===== config.mk =====
export PLATFORM = sky130hd
export DESIGN_NAME = prbs_tx_sequencer
export DESIGN_NICKNAME = d
export VERILOG_FILES = /design/src/rtl/prbs_tx_sequencer.sv
export SDC_FILE = /design/constraint.sdc
export NUM_CORES = 1
export LEC_CHECK = 0
export ABC_AREA = 0
export CAP_MARGIN = 10
export CELL_PAD_IN_SITES_DETAIL_PLACEMENT = 1
export CELL_PAD_IN_SITES_GLOBAL_PLACEMENT = 1
export CORE_MARGIN = 2
export CORE_UTILIZATION = 32
export CTS_BUF_LIST = sky130_fd_sc_hd__clkbuf_4 sky130_fd_sc_hd__clkbuf_8 sky130_fd_sc_hd__clkbuf_16
export DETAILED_ROUTE_END_ITERATION = 10
export PLACE_DENSITY_LB_ADDON = 0.05
export SLEW_MARGIN = 20
export SYNTH_ARGS = -nofsm -noshare
export SYNTH_HDL_FRONTEND = slang
export SYNTH_SLANG_ARGS = --single-unit
export TNS_END_PERCENT = 50

===== constraint.sdc =====
create_clock -name gtwiz_userclk_tx_usrclk2_in -period 1.9 [get_ports gtwiz_userclk_tx_usrclk2_in]
set_input_delay 0.38 -clock gtwiz_userclk_tx_usrclk2_in [delete_from_list [all_inputs] [get_ports gtwiz_userclk_tx_usrclk2_in]]
set_output_delay 0.38 -clock gtwiz_userclk_tx_usrclk2_in [all_outputs]
set_load 0.005 [all_outputs]

===== src/rtl/prbs_tx_sequencer.sv =====
// PRBS transmit sequencer: waits for GT TX reset done, sends comma words for
// alignment, then streams PRBS words with optional single-bit error injection.
module prbs_tx_sequencer #(
    parameter int unsigned      size        = 32,
    parameter int unsigned      align_words = 64,
    parameter int unsigned      max_words   = 0,
    parameter logic [size-1:0]  idle_word   = size'(32'h000000BC),
    parameter logic [size/8-1:0] idle_k     = (size/8)'(4'b0001)
) (
    input  logic                  gtwiz_userclk_tx_usrclk2_in,
    input  logic                  gtwiz_reset_all_n_in,
    input  logic                  tx_done_in,
    input  logic                  start_in,
    input  logic                  stop_in,
    input  logic                  err_inject_in,
    input  logic [size-1:0]       prbs_data_in,
    output logic                  prbs_rst_out,
    output logic [size-1:0]       tx_data_out,
    output logic [size/8-1:0]     tx_ctrl_out,
    output logic                  busy_out,
    output logic [31:0]           word_count_out,
    output logic [15:0]           err_count_out
);

    localparam int unsigned KW  = size / 8;
    localparam int unsigned ACW = 16;
    localparam int unsigned WCW = 32;
    localparam int unsigned ECW = 16;

    typedef enum logic [1:0] {
        WAIT_TX = 2'd0,
        IDLE    = 2'd1,
        ALIGN   = 2'd2,
        RUN     = 2'd3
    } state_t;

    state_t             state_q, state_d;
    logic [ACW-1:0]     align_cnt_q, align_cnt_d;
    logic [WCW-1:0]     word_cnt_q, word_cnt_d;
    logic [ECW-1:0]     err_cnt_q, err_cnt_d;
    logic [size-1:0]    tx_data_q, tx_data_d;
    logic [KW-1:0]      tx_ctrl_q, tx_ctrl_d;
    logic               busy_q, busy_d;
    logic               prbs_rst_q, prbs_rst_d;
    logic               inj_q;
    logic               inj_edge_c;
    logic               flip_c;

    // A flip only happens on a RUN word that is actually counted (no stop, TX still up)
    assign inj_edge_c = err_inject_in & ~inj_q;
    assign flip_c     = (state_q == RUN) & tx_done_in & ~stop_in & inj_edge_c;

    // Next-state, counters and registered-output values
    always_comb begin
        state_d     = state_q;
        align_cnt_d = align_cnt_q;
        word_cnt_d  = word_cnt_q;
        err_cnt_d   = err_cnt_q;
        tx_data_d   = idle_word;
        tx_ctrl_d   = idle_k;

        if (state_q == RUN) begin
            tx_data_d = prbs_data_in ^ size'(flip_c);
            tx_ctrl_d = '0;
        end

        if (!tx_done_in) begin
            state_d = WAIT_TX;
        end else begin
            case (state_q)
                WAIT_TX: begin
                    state_d = IDLE;
                end
                IDLE: begin
                    if (start_in) begin
                        state_d     = ALIGN;
                        align_cnt_d = ACW'(align_words);
                        word_cnt_d  = '0;
                        err_cnt_d   = '0;
                    end
                end
                ALIGN: begin
                    if (stop_in) begin
                        state_d = IDLE;
                    end else if (align_cnt_q <= ACW'(1)) begin
                        state_d = RUN;
                    end else begin
                        align_cnt_d = align_cnt_q - ACW'(1);
                    end
                end
                RUN: begin
                    if (stop_in) begin
                        state_d = IDLE;
                    end else begin
                        if (word_cnt_q != '1) begin
                            word_cnt_d = word_cnt_q + WCW'(1);
                        end
                        if (flip_c && (err_cnt_q != '1)) begin
                            err_cnt_d = err_cnt_q + ECW'(1);
                        end
                        if ((max_words != 0) && (word_cnt_d == WCW'(max_words))) begin
                            state_d = IDLE;
                        end
                    end
                end
                default: begin
                    state_d = WAIT_TX;
                end
            endcase
        end

        busy_d     = (state_d == ALIGN) || (state_d == RUN);
        prbs_rst_d = (state_d != RUN);
    end

    // State and output registers, synchronous active-low reset
    always_ff @(posedge gtwiz_userclk_tx_usrclk2_in) begin
        if (!gtwiz_reset_all_n_in) begin
            state_q     <= WAIT_TX;
            align_cnt_q <= '0;
            word_cnt_q  <= '0;
            err_cnt_q   <= '0;
            tx_data_q   <= idle_word;
            tx_ctrl_q   <= idle_k;
            busy_q      <= 1'b0;
            prbs_rst_q  <= 1'b1;
            inj_q       <= 1'b0;
        end else begin
            state_q     <= state_d;
            align_cnt_q <= align_cnt_d;
            word_cnt_q  <= word_cnt_d;
            err_cnt_q   <= err_cnt_d;
            tx_data_q   <= tx_data_d;
            tx_ctrl_q   <= tx_ctrl_d;
            busy_q      <= busy_d;
            prbs_rst_q  <= prbs_rst_d;
            inj_q       <= err_inject_in;
        end
    end

    assign prbs_rst_out   = prbs_rst_q;
    assign tx_data_out    = tx_data_q;
    assign tx_ctrl_out    = tx_ctrl_q;
    assign busy_out       = busy_q;
    assign word_count_out = word_cnt_q;
    assign err_count_out  = err_cnt_q;

endmodule


### Word-level counts from Yosys, hierarchy flattened

Cells that the tools add are included.

* register bits after elaboration: 105
* word-level logic and storage cells: 62

* equal/unequal tests: 14
* mux-type cells: 19
* reduce and logical (&&, ||, !) cells: 9
* add/sub/neg operators: 3
* order comparisons: 1
* bitwise logic cells: 7

Operator list (number)
* $mux 16: 6
* $mux 32: 3
* $pmux 16 s2: 2
* $pmux 32 s2: 1
* $add 32x1->32 const B: 1
* $ne 32x32->1 const B: 1
* $xor 32x1->32: 1
* $add 16x1->16 const B: 1
* $le 16x1->1 const B: 1
* $ne 16x16->1 const B: 1
* $sub 16x1->16 const B: 1
* $reduce_and 5->1: 3
* $mux 2: 5
* $ne 2x2->1 const B: 5
* $eq 2x2->1 const B: 4
* $pmux 2 s4: 1
* $and 1x1->1: 4
* $ne 2x1->1 const B: 2
* $reduce_bool 2->1: 2
* $eq 2x1->1 const B: 1
* $logic_not 2->1: 1
* $not 1->1: 2
* $reduce_and 2->1: 1
* $logic_and 1x1->1: 1
* other kinds (2): 2

### Depth between registers and ports, before layout

* depth after elaboration: 8
* mapped depth: 8

### Worst setup path before layout

OpenSTA, ideal clock, no wires.

* kind: register to register
* start point: register word_cnt_q[15], in the netlist word_count_out[15]
* end point: register word_cnt_q[28], in the netlist word_count_out[28]
* data required time: 1.829 ns
* cell stages (with the launch flop): 6
* setup slack: -0.060 ns
* buffers on the path: 0
* data arrival time: 1.889 ns
* path through: dfxtp_1 -> and4_1 -> nand4_4 -> or4b_1 -> or4_1 -> a21oi_1

* cells in the longest elaborated chain, start to end: 4
* elaborated cells between the ends (all ways): 7
* those cells by class: add/sub (1); eq/ne (2); mux (3); reduce/logical (1)

RTL lines
* from (decl): line 39 `logic [WCW-1:0] word_cnt_q, word_cnt_d;`
* from (signal assigned): line 131 `word_cnt_q <= word_cnt_d;`
* $add 32x1->32: line 96 `word_cnt_d = word_cnt_q + WCW'(1);`
* $mux 32: line 95 `if (word_cnt_q != '1) begin`
* $mux 32: line 92 `if (stop_in) begin`
* $pmux 32 s2: line 70 `case (state_q)`

Parallel ways exist; a longest one is shown, timed or not. The select of a mux whose other input is x is not followed.
A chain may end at the register's enable or synchronous reset.

### Worst setup path in the final report

* start point: register word_cnt_q[20], in the netlist word_count_out[20]
* end point: register word_cnt_q[28], in the netlist word_count_out[28]

The elaborated chain is that of the path after synthesis.

==> flow_summary.json <==
{
  "finalNetCount": 810,
  "dp_hpwl_microns": 11800,
  "fin_ws_ns": -0.0300,
  "drt-wirelength-per-cell_microns": 17.5,
  "maxSlewViolCount": 0,
  "dp_slack_ns": -0.558,
  "synthXorXnorAreaFrac_pct": 1.37,
  "critPathSlowestCell": "or4b_4",
  "ctsRootBufferMaster": "clkbuf_16",
  "area_growth_pct": 70.1,
  "synth_adder_area_share_pct": 1.12,
  "ir_drop_uv": 491,
  "top_layer_used": "met5",
  "core-area_sq_um": 13800,
  "synth_area_leaders": "dfxtp_1, a21oi_1, or3_1, and2_1, o21ai_0",
  "slowest_delay_ns": 0.51,
  "boundaryPins": 124,
  "fillCellCount": 1613,
  "ctsLongestPathBuffers": 2,
  "path_class": "reg2reg",
  "drive_above_1_share_pct": 31.8,
  "yosys.area.top_type": "dfxtp_1",
  "clkSinkCount": 102,
  "grt_first_pass_wirelength_microns": 26000,
  "fp-row-count": 43,
  "post-route-period-util_pct": 102,
  "path_cells": "buf_4 -> and4_4 -> nand3_2 -> or4b_4 -> or4_1 -> a21oi_1",
  "rsz0062_at_grt": "yes",
  "synth_cell_types": 49,
  "cts_tree": "done",
  "synth_compound_area_share_pct": 15.8,
  "ys_warn_count": 0,
  "route.detailed.drc": 0,
  "post_dp_cell_area_sq_um": 6710,
  "cp-end-kind": "flip-flop",
  "grt_use_total_pct": 22.0,
  "synth_seq_area_share_pct": 45.6,
  "crit_family": "simple AND/OR/NAND/NOR gates",
  "routabilityCongestion": 0.797,
  "design_area_sq_um": 7620,
  "viasPerCell": 5.22,
  "period_needed_ns": 1.93,
  "p_leak_nw": 2.85,
  "seqCellArea_sq_um": 2060,
  "hp-class": "reg2reg",
  "cts_inserted_buffers": 9,
  "grt_max_degree": 28,
  "synth_top_family_by_area": "simple AND/OR/NAND/NOR gates",
  "met2_wirelength_microns": 8210,
  "failed_checks": "negative setup slack",
  "totalWireLength_microns": 16700,
  "hold_buffers": 0,
  "die_w_microns": 122,
  "cap_violations": 0,
  "final_hold_viol_count": 0,
  "worstPathArrival_ns": 2.22,
  "path_clk_slew_ns": 0.08,
  "grt_overflow_total": 0,
  "synth_seq_cells": 102,
  "holdWs_ns": 0.500,
  "synthArstFlopShare_pct": 0,
  "crit_path_start_kind": "flip-flop",
  "multi_input_area_sq_um": 2620,
  "cts-htree-levels": 3,
  "tightest_slew_ns": 0.532,
  "setup_viol_count_final": 5,
  "antenna_found_initial": 1,
  "setup_tns_ns": -0.0681,
  "fin_worst_skew_ns": 0.0119,
  "clock.fmax_mhz": 518,
  "grt_pass1_vias": 5212,
  "yosys.area_share.simple_pct": 31.0,
  "synth_top_area_share_pct": 45.6,
  "cp_max_fo": 4,
  "wl_met3_microns": 1060,
  "vias": 4973,
  "wl_met1_microns": 7200,
  "diodes": 0,
  "syn_inst": 520,
  "first_iter_violations": 187,
  "syn_area_sq_um": 4480,
  "critPathBufInv": 1,
  "drtPass1Iterations": 4,
  "synth_flop_cell": "dfxtp_1",
  "die_h_microns": 122,
  "portBuffers": 120,
  "powerDensity_nw_per_um2": 634,
  "detail-route-antenna-nets": 0,
  "synth_edf_count": 0,
  "slew_headroom_pct": 64.2,
  "synth.area.mux_share_pct": 1.56,
  "avgSynthCellArea_sq_um": 8.62,
  "die_area_sq_um": 15000,
  "cp_data_required_time_ns": 2.19,
  "rrSetupSlack_ns": -0.03,
  "clk_latency_ns": 0.36,
  "status": "finished, violations left",
  "start_util_pct": 32.5
}
==> cell usage after synthesis (2+ instances only) <==
cell / instances
or2_2: 15
nand4_1: 18
nand3_1: 28
nor4_1: 13
inv_1: 14
ha_1: 4
and3_1: 2
xor2_1: 2
buf_1: 4
mux2i_1: 7
or3_1: 33
and4_1: 6
nand2b_1: 2
and2_1: 31
buf_2: 4
a21o_1: 2
o211ai_1: 10
or4_1: 9
clkbuf_1: 12
o2111ai_1: 4
nor2_1: 26
nand4b_1: 2
nand2_1: 39
a21oi_1: 44
o21ai_1: 2
o31ai_1: 9
buf_4: 3
o21ai_0: 35
nor3_1: 9
o21a_1: 2
a211oi_1: 4
nand3b_1: 3
xnor2_1: 5
dfxtp_1: 102
==> cell families after synthesis <==
kind of cell | count (synthesis)
multiplexers | 7
AO/OA/AOI/OAI | 119
buffers and inverters | 37
other | 1
flip-flops | 102
XOR/XNOR | 7
adder cells (fa/ha/maj) | 4
AND/OR/NAND/NOR | 243
==> stage by stage <==
stage	total power [mW]	utilization, %	std cells
floorplan	2.35	-	522
global route	5.01	55.3	953
global placement	2.53	48.7	916
CTS	4.85	52.7	940
finish	4.83	55.3	953
detailed placement	2.54	48.7	916
==> worst paths after layout <==
check                     start  cells past startpoint                 end
max          word_count_out[20]                      6  word_count_out[28]
max reg2reg  word_count_out[20]                      6  word_count_out[28]
min              align_cnt_q[7]                      2      align_cnt_q[7]
min reg2reg      align_cnt_q[7]                      2      align_cnt_q[7]
==> tightest hold or removal path, delay by kind of cell, from the launching register on <==
kind	cells	cell delay, ns
and+or+nand+nor	1	0.06
muxes	1	0.06
DFF	1	0.35
==> timing repair <==
item	CTS	global route
pin swaps	8	20
endpoints found under the setup margin	43	58
cloned	1	2
resized for setup	35	66
setup buffers	7	11
==> state kept, by name (all words and copies together) (netlist names) <==
signal / flops
busy_out: 1
state_q: 2
inj_q: 1
word_count_out: 32
tx_ctrl_out: 1
prbs_rst_out: 1
align_cnt_q: 16
tx_data_out: 32
err_count_out: 16
==> where the power goes <==
group          switching, mW  internal, mW
Combinational          0.172         0.199
Sequential            0.0174          2.15
Clock                  0.867          1.43
Total                   1.06          3.78
==> area by class of cell <==
type	count	area share, %
flip-flops and latches	102	27.1
inverters	14	0.690
clock buffers	9	2.96
repair buffers	258	30.0
multi-input cells	383	34.4
clock inverters	7	1.89
well taps	180	2.96
==> placed cells by master (no fill, tap or decap), types with 25 or more instances in the layout <==
cell type / synthesis / layout
and2_1: 31 / 31
or3_1: 33 / 28
nor2_1: 26 / 25
buf_4: 3 / 126
o21ai_0: 35 / 30
a21oi_1: 44 / 38
dfxtp_1: 102 / 86
nand2_1: 39 / 37
clkdlybuf4s50_1: 0 / 117
nand3_1: 28 / 26
==> per-layer routing <==
layer / GRT usage [%] / up-vias
li1: - / 2388
met1: 27.4 / 2441
met2: 36.5 / 123
met3: 7.25 / 19
met4: 5.96 / 2
met5: 0 / -
Power figures use the tool's default switching activity.
